==> src/rtl/spin_credit_controller.sv <==
// spin_credit_controller
//   Sequences one play of the slot machine and owns the credit balance.
//   IDLE -> SPINNING (reels running) -> LOOKUP (one cycle, payout x bet)
//   -> PAYING (one credit per tick, spin_btn fast-forwards) -> IDLE.
//
// Ports
//   clk, rst_n        : clock, async active-low reset
//   coin              : pulse, +1 credit in any state
//   bet_btn           : pulse, bet 1..MAX_BET wrap (IDLE only)
//   spin_btn          : pulse, start spin (IDLE) / fast-forward (PAYING)
//   tick              : pulse, payout count rate
//   reels_done        : pulse, reel_symbols valid this cycle
//   reel_symbols[8:0] : {reel2, reel1, reel0}
//   payout[15:0]      : payout table result for lookup_symbols
//   lookup_symbols    : latched symbols driving the payout table
//   spin_start        : one-cycle pulse to the reel animator
//   credits, bet, win : balance, current bet, last win
//   busy, state       : not-IDLE flag, FSM state for the overlay
module spin_credit_controller #(
  parameter int CREDIT_W      = 16,
  parameter int MAX_BET       = 3,
  parameter int START_CREDITS = 100
) (
  input  logic                clk,
  input  logic                rst_n,
  input  logic                coin,
  input  logic                bet_btn,
  input  logic                spin_btn,
  input  logic                tick,
  input  logic                reels_done,
  input  logic [8:0]          reel_symbols,
  input  logic [15:0]         payout,
  output logic [8:0]          lookup_symbols,
  output logic                spin_start,
  output logic [CREDIT_W-1:0] credits,
  output logic [1:0]          bet,
  output logic [CREDIT_W-1:0] win,
  output logic                busy,
  output logic [1:0]          state
);

  typedef enum logic [1:0] {IDLE = 2'd0, SPINNING = 2'd1, LOOKUP = 2'd2, PAYING = 2'd3} st_e;

  localparam logic [1:0]          MAXB   = 2'(MAX_BET);
  localparam logic [CREDIT_W-1:0] CR_MAX = {CREDIT_W{1'b1}};
  localparam logic [CREDIT_W+1:0] SUM_MAX = {2'b00, CR_MAX};

  st_e                 st, st_nx;
  logic [CREDIT_W-1:0] rem, rem_nx;
  logic [CREDIT_W-1:0] credits_nx, win_nx;
  logic [1:0]          bet_nx;
  logic [8:0]          sym_nx;
  logic                start_nx;

  // Credit delta for this cycle: all increments (coin, tick, fast-forward)
  // and the spin deduction are folded into one saturating update so that
  // coin collisions with FSM activity simply add up.
  logic [CREDIT_W+1:0] add, sub, sum;

  // Payout scaled by bet; 18 bits holds 65535 x 3 without overflow.
  logic [17:0]         prod;
  logic [CREDIT_W-1:0] prod_sat;

  assign prod = 18'(payout) * 18'(bet);

  always_comb begin
    prod_sat = CREDIT_W'(prod);
    if (CREDIT_W < 18 && (prod >> CREDIT_W) != '0) prod_sat = CR_MAX;
  end

  always_comb begin
    st_nx    = st;
    bet_nx   = bet;
    win_nx   = win;
    sym_nx   = lookup_symbols;
    rem_nx   = rem;
    start_nx = 1'b0;
    add      = {{(CREDIT_W+1){1'b0}}, coin};
    sub      = '0;
    case (st)
      IDLE: begin
        if (bet_btn) bet_nx = (bet == MAXB) ? 2'd1 : bet + 2'd1;
        // Spin uses the pre-advance bet when both buttons land together.
        if (spin_btn && credits >= {{(CREDIT_W-2){1'b0}}, bet}) begin
          sub      = {{CREDIT_W{1'b0}}, bet};
          win_nx   = '0;
          start_nx = 1'b1;
          st_nx    = SPINNING;
        end
      end
      SPINNING: begin
        if (reels_done) begin
          sym_nx = reel_symbols;
          st_nx  = LOOKUP;
        end
      end
      LOOKUP: begin
        win_nx = prod_sat;
        if (prod_sat == '0) begin
          st_nx = IDLE;
        end else begin
          rem_nx = prod_sat;
          st_nx  = PAYING;
        end
      end
      PAYING: begin
        // Fast-forward takes precedence over a same-cycle tick.
        if (spin_btn) begin
          add    = add + {2'b00, rem};
          rem_nx = '0;
          st_nx  = IDLE;
        end else if (tick) begin
          add    = add + {{(CREDIT_W+1){1'b0}}, 1'b1};
          rem_nx = rem - 1'b1;
          if (rem == {{(CREDIT_W-1){1'b0}}, 1'b1}) st_nx = IDLE;
        end
      end
      default: st_nx = IDLE;
    endcase
    // Deduction only happens when credits >= bet, so sum never underflows.
    sum        = {2'b00, credits} + add - sub;
    credits_nx = (sum > SUM_MAX) ? CR_MAX : sum[CREDIT_W-1:0];
  end

  always_ff @(posedge clk or negedge rst_n) begin
    if (!rst_n) begin
      st             <= IDLE;
      credits        <= CREDIT_W'(START_CREDITS);
      bet            <= 2'd1;
      win            <= '0;
      lookup_symbols <= '0;
      rem            <= '0;
      spin_start     <= 1'b0;
    end else begin
      st             <= st_nx;
      credits        <= credits_nx;
      bet            <= bet_nx;
      win            <= win_nx;
      lookup_symbols <= sym_nx;
      rem            <= rem_nx;
      spin_start     <= start_nx;
    end
  end

  assign busy  = (st != IDLE);
  assign state = st;

endmodule
==> config.mk <==
export PLATFORM = sky130hd
export DESIGN_NAME = spin_credit_controller
export DESIGN_NICKNAME = d
export VERILOG_FILES = /design/src/rtl/spin_credit_controller.sv
export SDC_FILE = /design/constraint.sdc
export NUM_CORES = 1
export LEC_CHECK = 0
export ABC_AREA = 1
export CORE_AREA = 10 10 133 135
export CTS_BUF_LIST = sky130_fd_sc_hd__clkbuf_16
export DETAILED_ROUTE_END_ITERATION = 8
export DIE_AREA = 0 0 143 145
export PLACE_DENSITY_LB_ADDON = 0.15
export SLEW_MARGIN = 20
export SYNTH_ARGS = -nofsm -noshare
export SYNTH_HDL_FRONTEND = slang
export SYNTH_SLANG_ARGS = --single-unit
==> constraint.sdc <==
create_clock -name clk -period 6.1 [get_ports clk]
set_clock_uncertainty 0.1 [all_clocks]
set_input_delay 0.915 -clock clk [delete_from_list [all_inputs] [get_ports clk]]
set_output_delay 0.915 -clock clk [all_outputs]
set_load 0.02 [all_outputs]
**Yosys cells after proc, flatten, opt, wreduce, memory -nomap -nowiden**

Cells that the tools add are included.

- Register bits: 62
- Input port bits: 32
- Output and inout bits: 47

- $add $sub $neg: 6
- Multipliers: 1
- Magnitude comparators: 2
- Equality and inequality tests: 10
- Mux-type cells: 23
- Reductions and logical operators: 12

Operators by type and width:

| cell | number |
|---|---|
| $mux 16 | 6 |
| $pmux 16 s2 | 2 |
| $mux 17 | 2 |
| $mux 2 | 10 |
| $add 16x18->18 | 1 |
| $gt 18x16->1 const B | 1 |
| $mul 16x2->18 | 1 |
| $reduce_bool 18->1 | 1 |
| $sub 18x18->18 | 1 |
| $add 1x16->17 | 1 |
| $eq 16x1->1 const B | 1 |
| $ge 16x2->1 | 1 |
| $logic_not 16->1 | 1 |
| $sub 16x1->16 const B | 1 |
| $pmux 2 s4 | 1 |
| $eq 2x2->1 const B | 3 |
| $ne 2x2->1 const B | 3 |
| $ne 3x3->1 const B | 2 |
| $reduce_and 2->1 | 3 |
| $reduce_bool 2->1 | 3 |
| $reduce_and 4->1 | 1 |
| $reduce_and 3->1 | 1 |
| $add 1x1->2 const B | 1 |
| $add 2x1->2 const B | 1 |
| 4 further kinds | 5 |

**Depth between registers and ports, before layout**

Gate-level depths: netlist of run 1.

- Word-level depth: 8
- Mapped depth: 25

**Worst setup path after synthesis of run 1**

No wires, ideal clock.

- Kind: register to register
- From: register bet[1]
- To: register credits[7]
- Data arrival time: 4.355 ns
- Data required time: 5.880 ns
- Slack: 1.525 ns
- Stages on the path, launching flop included: 25
- Clock period less this slack: 4.575 ns
- Path through: dfrtp_1 > buf_2 > buf_1 > inv_1 > ha_1 > nor4_1 > nand4_1 > nand2_1 > inv_1 > nand2_1 > clkbuf_1 > inv_1 > nand2_1 > fa_1 > fa_1 > nand3_1 > nand2_1 > a31oi_1 > o21ai_1 > nand3_1 > nand2_1 > xor2_1 > nor2_4 > buf_6 > nand2_2

- Cells in the longest elaborated chain, start to end: 7

Ends and longest elaborated chain:

| what | line | text |
|---|---|---|
| start: declaration | 36 | `output logic [1:0] bet,` |
| start signal: assignment | 137 | `bet <= bet_nx;` |
| $ge 16x2->1 | 84 | `if (spin_btn && credits >= {{(CREDIT_W-2){1'b0}}, bet}) begin` |
| $logic_and 1x1->1 | 84 |  |
| $mux 2 * | 84 |  |
| $mux 2 * | 80 | `case (st)` |
| $sub 18x18->18 * | 121 | `sum = {2'b00, credits} + add - sub;` |
| $gt 18x16->1 | 122 | `credits_nx = (sum > SUM_MAX) ? CR_MAX : sum[CREDIT_W-1:0];` |
| $mux 16 * | 122 |  |
| named net credits_nx[7] | 50 | `logic [CREDIT_W-1:0] credits_nx, win_nx;` |
| end signal: assignment | 128 | `credits <= CREDIT_W'(START_CREDITS);` |
| end signal: assignment | 136 | `credits <= credits_nx;` |
| end: declaration | 35 | `output logic [CREDIT_W-1:0] credits,` |

Mark *: on every way through the listed nets, which the timed path passes. The rest lies on a longest branch.
A chain may end at the register's enable or synchronous reset.

**Final worst setup path of run 1**

- From: input coin
- To: register credits[3]

- Cells in the longest elaborated chain, start to end: 8

Ends and longest elaborated chain:

| what | line | text |
|---|---|---|
| start: declaration | 26 | `input logic coin,` |
| parallel branches: the longest is 3 deep, another holds $add 1x16->17 | - |  |
| $mux 17 * | 80 |  |
| $add 16x18->18 * | 121 |  |
| $sub 18x18->18 * | 121 |  |
| $gt 18x16->1 | 122 |  |
| $mux 16 * | 122 |  |
| named net credits_nx[3] | 50 |  |

Mark *: on every way through the listed nets, which the timed path passes.

==> results of run 1 <==
## where the power goes
part | switching (W) | total, W | internal (W) | leakage [nW]
combinational | 0.00168 | 0.00274 | 0.00106 | 2.99
clock | 0.000187 | 0.000496 | 0.000309 | 0.140
sequential | 0.000185 | 0.000796 | 0.000611 | 0.740
total | 0.00205 | 0.00403 | 0.00198 | 3.87
## cells in the final DEF (no fill, tap or decap), types with 3 or more instances in the layout
cell	n
nor2_1	62
dfstp_2	4
xnor2_1	8
fa_1	3
nor4_1	3
dfrtp_1	58
ha_1	55
clkinv_2	3
clkdlybuf4s50_1	77
nand2_1	222
a21oi_1	35
a21o_1	3
nor2_2	4
o21ai_0	44
nand3_4	3
o21bai_1	4
a31oi_1	4
o22ai_1	12
a21oi_2	3
nand3_2	4
nor3_1	15
nand2_2	18
inv_1	165
nand3_1	65
buf_4	7
mux2_2	9
xor2_1	18
nand4_1	12
clkbuf_16	9
## per-layer routing
layer / part of all wire (%) / routed length (µm)
met1: 51 / 8130
met2: 43 / 6860
met3: 5.4 / 870
met4: 1.3 / 212
met5: 0 / 0
## final timing paths
kind	to	slack [ns]	cells past startpoint
worst max-delay path	credits[3]$_DFF_PN0_	1.11	24
worst min-delay path	lookup_symbols[7]$_DFFE_PN0P_	0.40	1
worst max register to register	credits[3]$_DFF_PN0_	1.43	19
worst min register to register	lookup_symbols[7]$_DFFE_PN0P_	0.40	1
max in group asynchronous	credits[10]$_DFF_PN0_	4.72	2
min in group asynchronous	win[5]$_DFFE_PN0P_	0.66	2
## metrics by stage
step	power [W]	instance area, µm²	hold WS, ns	std cells	utilization (%)
final	0.00403	7160	0.401	1143	47.6
after global routing	0.00447	7160	0.415	1143	47.6
after global placement	0.00355	6880	0.386	1128	45.8
after detailed placement	0.00355	6880	0.392	1128	45.8
after CTS	0.00407	7160	0.405	1143	47.6
after floorplan	0.00277	5920	0.399	875	-
## state kept, by name, indices dropped and copies added (netlist names)
name / count
rem: 16
spin_start: 1
win: 16
state: 2
lookup_symbols: 9
bet: 2
credits: 16
## cell families after synthesis
family / count (synthesis) / share of synthesized area [%]
muxes: 9 / 1.71
buffers and inverters: 188 / 12.5
xor gates and xnor gates: 26 / 3.84
AOI/OAI and AO/OA: 112 / 10.7
DFF: 62 / 26.3
adders and majority gates: 58 / 12.6
and+or+nand+nor: 420 / 32.4
## layout make-up
type	count	area share, %
Clock inverter	6	0.769
Sequential cell	62	21.7
Inverter	168	8.82
Multi-Input combinational cell	625	50.7
Clock buffer	9	3.14
Tap cell	188	3.28
Timing Repair Buffer	85	11.6
==> impl_results.md, run 1 <==
- Pwr/cell area: 563 mW/mm²
- Asr flop ratio synth: 100%
- Die Width: 143 µm
- Flops & latches, synth: 62
- Crit path DAT: 5.08 ns
- WL/cell: 14.1 µm
- Area grow syn2layout: 20.9%
- Detailed Routing Iterations Pass 1: 4
- Launching point of the worst reg2reg path: bet[0]$_DFFE_PN1P_
- Cell Area, Synth: 0.00592 mm²
- TritonCTS buffer count: 9
- Final worst-path cycle share: 81.8%
- Crit-path max FO: 16
- Synth Flop Type: dfrtp_1
- Worst-margin pin slew: 0.804 ns
- Hold_buf cts: 0
- Hold Vio Cnt, Final: 0
- Die footprint: 0.0207 mm²
- Delay-heaviest family, CP: simple AND/OR/NAND/NOR gates
- Syn_nets: 965
- Clock-pin slew on the worst setup and hold paths: 0.05 ns
- Post-synth EDFFs: 0
- Placer Congestion: 0.894
- Met3 usage: 3.42%
- Fill cells: 1,563
- Status: finished, final reports clean
- Critical Path Slowest Stage Cell: clkdlybuf4s50_1
- Area contributors post-synth: dfrtp_1 24%, nand2_1 14%, ha_1 12%
- Min Tclk post-route: 4.99 ns
- DR DRC count: 0
- Antenna violations before repair: 0
- I/O pin count: 79
- H-tree Lvls: 3
- Max Slew Vio Count: 0
- CP bufs+invs: 4
- First-pass GRT wire length: 27,200 µm
- Count leader, synth: nand2_1
- Overall Global Routing Usage: 15.9%
- Area of the multi-input gates: 0.00363 mm²
- Largest net degree at the start of global routing: 63
- ANT nets after route: 0
- Slew HR: 46.4%
- Met2 global-route usage: 23.7%
- WP data required: 6.19 ns
- Critical Path, Cell by Cell: clkdlybuf4s50_1, ha_1, ha_1, nand2_4, inv_2, nand4_2, nor2_2, nand2_2, nor2_4, nand4_4, xor2_1, or2_2, ha_1, inv_1, ha_1, nand2_1, inv_1, nand3_1, nor4_1, nand4_1, nand3_1, xor2_1, nor2_4, nand2_1
- Sink Count: 62
- Vias per cell: 4.87
- Starting Density: 39.4%
- Endpoint type of the worst setup path: flip-flop
- Setup Slack @ Placement: 0.799 ns
- Post-CTS Setup Inserts: 0
- PostCTS Resize Cnt: 0
- Met1 Usage GRT: 22.5%
- Total wire length: 16,100 µm
- Final nets: 1,041
- Port Buffers: 78
- Via Count: 5,569
- N_diodes: 0
- Setup TNS: 0 ns
- Maximum VDD drop: 377 µV
- Number of cell rows: 45
- Synth cell count leaders: 222 x nand2_1, 164 x inv_1, 65 x nand3_1
- Iter 0 DRT Violations: 285
- Synth unique cells: 47
- Post-synthesis sequential area ratio: 26.3%
- Clock tree buffer depth: 2
- Synthesized instance count: 875
- Yosys Warn Count: 0
- Vias in the first global route: 5,357
- Post-DP HPWL: 12,800 µm
- Biggest cell delay along the critical path: 0.52 ns
- Overflow left after global routing: 0
- # setup viols final: 0
- Yosys top cell area share: 24.5%
- Cell repeated most along the worst path: ha_1
- Core area: 0.0150 mm²
- GRT Max-Usage Layer: met2
- Worst setup slack after layout: 1.11 ns
- CTS tree: done
- Critical Path Start: coin
- Startpoint class of the critical path: input port
- Fmax: 0.200 GHz
- Leak: 3.87 nW
- Clock latency on the worst-skew pair: 0.33 ns
- Crit path kind: input port to flip-flop
- Layout cells sized above 1: 8.27%
- HP Class: flip-flop to flip-flop
- RSZ-0062 raised after global routing: no
- Root buffer cell: clkbuf_16
- Post-synth top area cell: dfrtp_1
- Max-Cap Viols: 0
- Mean Syn Cell Area: 6.77 µm²
- Die height: 145 µm
- Hold Crit Start: lookup_symbols[7]$_DFFE_PN0P_
- Seq. cell area: 0.00156 mm²
Note: power is estimated with default switching activity, not from simulation.
==> run 2: changes to the inputs <==
clock period = 5.17 ns   (was 6.1 ns; I/O delays follow)
==> run 2 against run 1 <==
Die area is the same. Hold slack improved by 0.0011 ns. Flip-flop and latch count unchanged. Sequential share of layout area is 0.26 points lower. Non-clock buffer count grew 4. Global-route usage shrank 0.053 points. Routed wire length is 0.63% higher. Cell area is 1.2% higher. Count of clock-buffer cells in the layout unchanged. Total power is 22% higher. Register-to-register slack got worse by 0.42 ns. Via count rose by 0.27%. Critical endpoint unchanged. Largest power group unchanged.
==> impl_results.md, run 2 (synthesis gave the netlist of run 1 again) <==
- Status: finished, final reports clean
- Final worst-path cycle share: 88.8%
- Total chip power: 0.00491 W (+22%)
- Sink Count: 62 (unchanged)
- Min Tclk post-route: 4.59 ns
- Cell repeated most along the worst path: ha_1
- Area grow syn2layout: 22.3%
- Overflow left after global routing: 0 (unchanged)
- Layout cells sized above 1: 8.96% (+0.69 points)
- Endpoint type of the worst setup path: flip-flop
- P_int: 0.00245 W (+24%)
- Hold path cells: 1 (unchanged)
- Hold_buf cts: 0 (unchanged)
- HP Class: flip-flop to flip-flop
- Number of cell rows: 45 (unchanged)
- Via Count: 5,584 (+0.27%)
- Comb pwr share: 67.4% (-0.5 points)
- Leak: 3.90 nW (+0.92%)
- Fmax: 0.218 GHz
- Antenna violations before repair: 0 (unchanged)
- Overall Global Routing Usage: 15.8% (-0.053 points)
- Biggest registers after layout: credits x16, rem x16, win x16
- Worst-margin pin slew: 0.806 ns (+0.00178 ns)
- H-tree Lvls: 3 (unchanged)
- Sw Pwr: 0.00246 W (+20%)
- Crit-path max FO: 12 (-4)
- Hold Vio Cnt, Final: 0 (unchanged)
- Slew HR: 46.3% (-0.12 points)
- N_diodes: 0 (unchanged)
- Total wire length: 16,200 µm (+0.63%)
- Switching share of power: 50.1% (-0.89 points)
- Detailed Routing Iterations Pass 1: 4 (unchanged)
- TritonCTS buffer count: 9 (unchanged)
- R2R cell count: 22 (+3)
- Clock latency on the worst-skew pair: 0.34 ns (about the same)
- Pwr/cell area: 677 mW/mm² (+20%)
- Placer Congestion: 0.885 (-1.1%)
- Max-Cap Viols: 0 (unchanged)
- Biggest cell delay along the critical path: 0.50 ns (-0.02 ns)
- Maximum VDD drop: 502 µV (+33%)
- Starting Density: 39.4% (unchanged)
- I/O pin count: 79 (unchanged)
- Final nets: 1,045 (+0.38%)
- Most frequent cells in the layout: 222 x nand2_1, 164 x inv_1, 77 x clkdlybuf4s50_1
- Largest net degree at the start of global routing: 63 (unchanged)
- Max Slew Vio Count: 0 (unchanged)
- Critical Path Slowest Stage Cell: clkdlybuf4s50_1
- Root buffer cell: clkbuf_16
- Crit path DAT: 4.72 ns (-0.36 ns)
- CTS tree: done
- Post-DP HPWL: 12,900 µm (+0.80%)
- ANT nets after route: 0 (unchanged)
- PostCTS Resize Cnt: 0 (unchanged)
- Vias in the first global route: 5,380 (+0.43%)
- Die footprint: 0.0207 mm² (unchanged)
- Core area: 0.0150 mm² (unchanged)
- Die height: 145 µm (unchanged)
- Fill cells: 1,567 (+0.26%)
- First-pass GRT wire length: 27,000 µm (-0.69%)
- # setup viols final: 0 (unchanged)
- Startpoint class of the critical path: input port
- Iter 0 DRT Violations: 364 (+28%)
- DR DRC count: 0 (unchanged)
- Die Width: 143 µm (unchanged)
- Vias per cell: 4.86 (-0.17%)
- Port Buffers: 78 (unchanged)
- Commonest non-fill, non-tap cell in the layout: nand2_1
- Clock tree buffer depth: 2 (unchanged)
- Sequential Power Share: 19.1% (-0.7 points)
- WL/cell: 14.1 µm (+0.20%)
- Crit path kind: input port to flip-flop
- Setup TNS: 0 ns (unchanged)
- WP data required: 5.30 ns (-0.89 ns)
- Fin Hold WS: 0.402 ns (+0.00111 ns)
- RSZ-0062 raised after global routing: no
- Clock-pin slew on the worst setup and hold paths: 0.06 ns (about the same)
- Post-CTS Setup Inserts: 0 (unchanged)
- Clock share of power: 13.6% (+1.3 points)
-- run 2: layer usage --
metal / track usage, % / part of all wire [%] / vias up
met5: 0 / 0 / -
met4: 3.66 / 1.1 / 0
met3: 3.75 / 5.3 / 12
met2: 24.2 / 44 / 103
met1: 21.8 / 50 / 2521
li1: - / - / 2948
-- run 2: metrics by stage --
| stage | instances | instance area (µm²) | worst slack, ns | util, % |
|---|---|---|---|---|
| global route | 1148 | 7250 | 0.163 | 48.2 |
| global placement | 1132 | 6920 | 0.291 | 46.1 |
| finish | 1148 | 7250 | 0.581 | 48.2 |
| floorplan | 875 | 5920 | 0.595 | - |
| detailed placement | 1132 | 6920 | 0.241 | 46.1 |
| CTS | 1148 | 7250 | 0.573 | 48.2 |
-- run 2: layout make-up --
class | instances | area, µm² | area share (%)
Clock buffer | 9 | 225 | 3.11
Tap cell | 188 | 235 | 3.25
Clock inverter | 7 | 97.6 | 1.35
Inverter | 168 | 632 | 8.72
Timing Repair Buffer | 89 | 871 | 12.0
Sequential cell | 62 | 1560 | 21.5
Multi-Input combinational cell | 625 | 3630 | 50.1
-- run 2: path summary, 6_finish.rpt --
path / startpoint / end / slack, ns
max: coin / credits[3]$_DFF_PN0_ / 0.58
min: lookup_symbols[7]$_DFFE_PN0P_ / lookup_symbols[7]$_DFFE_PN0P_ / 0.40
max reg2reg: bet[0]$_DFFE_PN1P_ / credits[3]$_DFF_PN0_ / 1.01
min reg2reg: lookup_symbols[7]$_DFFE_PN0P_ / lookup_symbols[7]$_DFFE_PN0P_ / 0.40
max in group asynchronous: rst_n / rem[15]$_DFFE_PN0P_ / 3.93
min in group asynchronous: rst_n / win[5]$_DFFE_PN0P_ / 0.51
-- run 2: worst max-delay path, delay by kind of cell --
kind                     cells  cell delay, ns
XOR/XNOR                     2            0.27
adder cells (fa/ha/maj)      4            0.99
buffers and inverters        5            0.86
AND/OR/NAND/NOR             14            1.80
-- run 2: power by group through the flow --
stage / logic [W] / clock network (W) / registers, W
floorplan: 0.00223 / 0 / 0.00104
global placement: 0.00331 / 0 / 0.000942
detailed placement: 0.00332 / 0 / 0.000944
CTS: 0.00334 / 0.000678 / 0.000938
global route: 0.00375 / 0.000701 / 0.000969
finish: 0.00330 / 0.000666 / 0.000936
==> run 3: changes to the inputs <==
CTS_BUF_LIST = sky130_fd_sc_hd__clkbuf_4 sky130_fd_sc_hd__clkbuf_8   (was sky130_fd_sc_hd__clkbuf_16)
HOLD_SLACK_MARGIN = 0.05   (was default)
==> run 3 against run 2 <==
First-iteration DRC count fell by 4.7%. Critical path depth did not move. Combinational power barely moved. Largest power group unchanged. Critical path type unchanged. Register-to-register slack barely moved. Largest cell class unchanged. Critical endpoint unchanged. Flip-flop and latch count did not move. Via count fell by 0.59%.
==> impl_results.md, run 3 (synthesis gave the netlist of run 1 again) <==
- Hold_buf cts: 0 (unchanged)
- Max-Cap Viols: 0 (unchanged)
- Placed Instances: 1,132 (unchanged)
- Starting Density: 39.4% (unchanged)
- Post-DP HPWL: 12,900 µm (unchanged)
- Most frequent cells in the layout: 222 x nand2_1, 164 x inv_1, 77 x clkdlybuf4s50_1
- Die footprint: 0.0207 mm² (unchanged)
- Overflow left after global routing: 0 (unchanged)
- Post-layout util: 47.5% (-0.67 points)
- Final nets: 1,045 (unchanged)
- Slew HR: 46.0% (-0.29 points)
- TritonCTS buffer count: 9 (unchanged)
- HP Class: flip-flop to flip-flop
- Clock latency on the worst-skew pair: 0.37 ns (+0.03 ns)
- Via Count: 5,551 (-0.59%)
- Area grow syn2layout: 20.6%
- Iter 0 DRT Violations: 347 (-4.7%)
- Number of cell rows: 45 (unchanged)
- Hold Crit Start: lookup_symbols[7]$_DFFE_PN0P_
- Min Tclk post-route: 4.55 ns (-0.0361 ns)
- Post-CTS Setup Inserts: 0 (unchanged)
- Vias in the first global route: 5,359 (-0.39%)
- WP data required: 5.33 ns (+0.03 ns)
- Die Width: 143 µm (unchanged)
- Endpoint type of the worst setup path: flip-flop
- DR DRC count: 0 (unchanged)
- Port Buffers: 78 (unchanged)
- Total wire length: 16,200 µm (-0.14%)
- Area of the multi-input gates: 0.00363 mm² (unchanged)
- Fin area: 0.00715 mm² (-1.4%)
- Leak: 3.86 nW (-1.2%)
- CTS tree: done
- Pwr/cell area: 663 mW/mm² (-2.1%)
- R2R cell count: 22 (unchanged)
- Die height: 145 µm (unchanged)
- Commonest non-fill, non-tap cell in the layout: nand2_1
- Placer Congestion: 0.885 (unchanged)
- Area after DPL: 0.00692 mm² (unchanged)
- Final worst-path cycle share: 88.1% (-0.70 points)
- Clock tree buffer depth: 2 (unchanged)
- Maximum VDD drop: 438 µV (-13%)
- WL/cell: 14.1 µm (-0.14%)
- Clock-pin slew on the worst setup and hold paths: 0.08 ns (+0.02 ns)
- Launching point of the worst reg2reg path: bet[0]$_DFFE_PN1P_
- Hold Vio Cnt, Final: 0 (unchanged)
- Root buffer cell: clkbuf_8
- Largest net degree at the start of global routing: 63 (unchanged)
- Layout cells sized above 1: 8.96% (unchanged)
- Crit path kind: input port to flip-flop
- Seq. cell area: 0.00156 mm² (unchanged)
- First-pass GRT wire length: 26,900 µm (-0.41%)
- Max Slew Vio Count: 0 (unchanged)
- RSZ-0062 raised after global routing: no
- ANT nets after route: 0 (unchanged)
- Core area: 0.0150 mm² (unchanged)
- Status: finished, final reports clean
- Worst-margin pin slew: 0.810 ns (+0.00432 ns)
- Crit path DAT: 4.71 ns (about the same)
- Non-Filler Instances: 1,148 (unchanged)
- Worst reg2reg path endpoint: credits[3]$_DFF_PN0_
- PostCTS Resize Cnt: 0 (unchanged)
- Startpoint class of the critical path: input port
- Flop-to-flop setup slack: 1.02 ns (about the same)
- Setup TNS: 0 ns (unchanged)
- Overall Global Routing Usage: 15.8% (-0.027 points)
- N_diodes: 0 (unchanged)
- Vias per cell: 4.84 (-0.59%)
- Detailed Routing Iterations Pass 1: 5 (+1)
- Sink Count: 62 (unchanged)
- Fmax: 0.220 GHz (+0.79%)
- Fill cells: 1,574 (+0.45%)
- Biggest registers after layout: credits x16, rem x16, win x16
- Fin Hold WS: 0.406 ns (+0.00437 ns)
- Antenna violations before repair: 0 (unchanged)
- Hold path cells: 1 (unchanged)
- Hold EP: lookup_symbols[7]$_DFFE_PN0P_
- H-tree Lvls: 3 (unchanged)
- Crit-path max FO: 12 (unchanged)
- I/O pin count: 79 (unchanged)
- # setup viols final: 0 (unchanged)
==> run 3: cell counts in the layout (fill, tap and decap cells not counted) <==
Identical to the previous run, type by type.
==> run 3: critical path, stage by stage <==
cell	delay [ns]
clkdlybuf4s50_1	0.50
ha_1	0.18
ha_1	0.22
nand2_4	0.06
inv_2	0.07
nand4_2	0.09
nor2_2	0.14
nand2_2	0.09
nor2_4	0.14
nand4_4	0.11
xor2_1	0.17
or2_2	0.28
ha_1	0.27
inv_1	0.03
ha_1	0.32
nand2_1	0.08
inv_1	0.09
nand3_1	0.09
nor4_1	0.25
nand4_1	0.13
nand3_1	0.10
xor2_1	0.10
nor2_4	0.18
buf_12	0.17
nand2_1	0.05
==> run 3: how the worst max path moves through the flow <==
| stage | from | slack, ns | end |
|---|---|---|---|
| final | coin | 0.62 | credits[3]$_DFF_PN0_ |
| after detailed placement | coin | 0.24 | credits[3]$_DFF_PN0_ |
| after global routing | coin | 0.20 | credits[0]$_DFF_PN0_ |
| after global placement | coin | 0.29 | credits[3]$_DFF_PN0_ |
| after floorplan | bet[1]$_DFFE_PN0P_ | 0.60 | credits[7]$_DFF_PN0_ |
| after CTS | coin | 0.61 | credits[3]$_DFF_PN0_ |
==> run 3: through the flow <==
step	worst slack, ns	total power [W]
floorplan	0.595	0.00327
global placement	0.291	0.00425
detailed placement	0.241	0.00426
CTS	0.607	0.00479
global route	0.201	0.00525
finish	0.617	0.00474
==> run 3: layout make-up <==
type	instances	share of cell area, %
Tap cell	188	3.29
Inverter	168	8.84
Sequential cell	62	21.8
Clock buffer	9	1.73
Multi-Input combinational cell	625	50.8
Timing Repair Buffer	89	12.2
Clock inverter	7	1.37
==> run 3: power by group <==
group,internal (W),switching [W]
clock,0.000273,0.000225
sequential,0.000719,0.000216
combinational,0.00131,0.00200
total,0.00230,0.00244
==> run 3: routing by layer <==
metal,vias to the layer above,global-route usage (%),wire (µm)
met5,-,0,0
met4,0,3.82,212
met3,17,3.85,832
met2,105,24.1,7040
met1,2483,21.8,8070
li1,2946,-,-
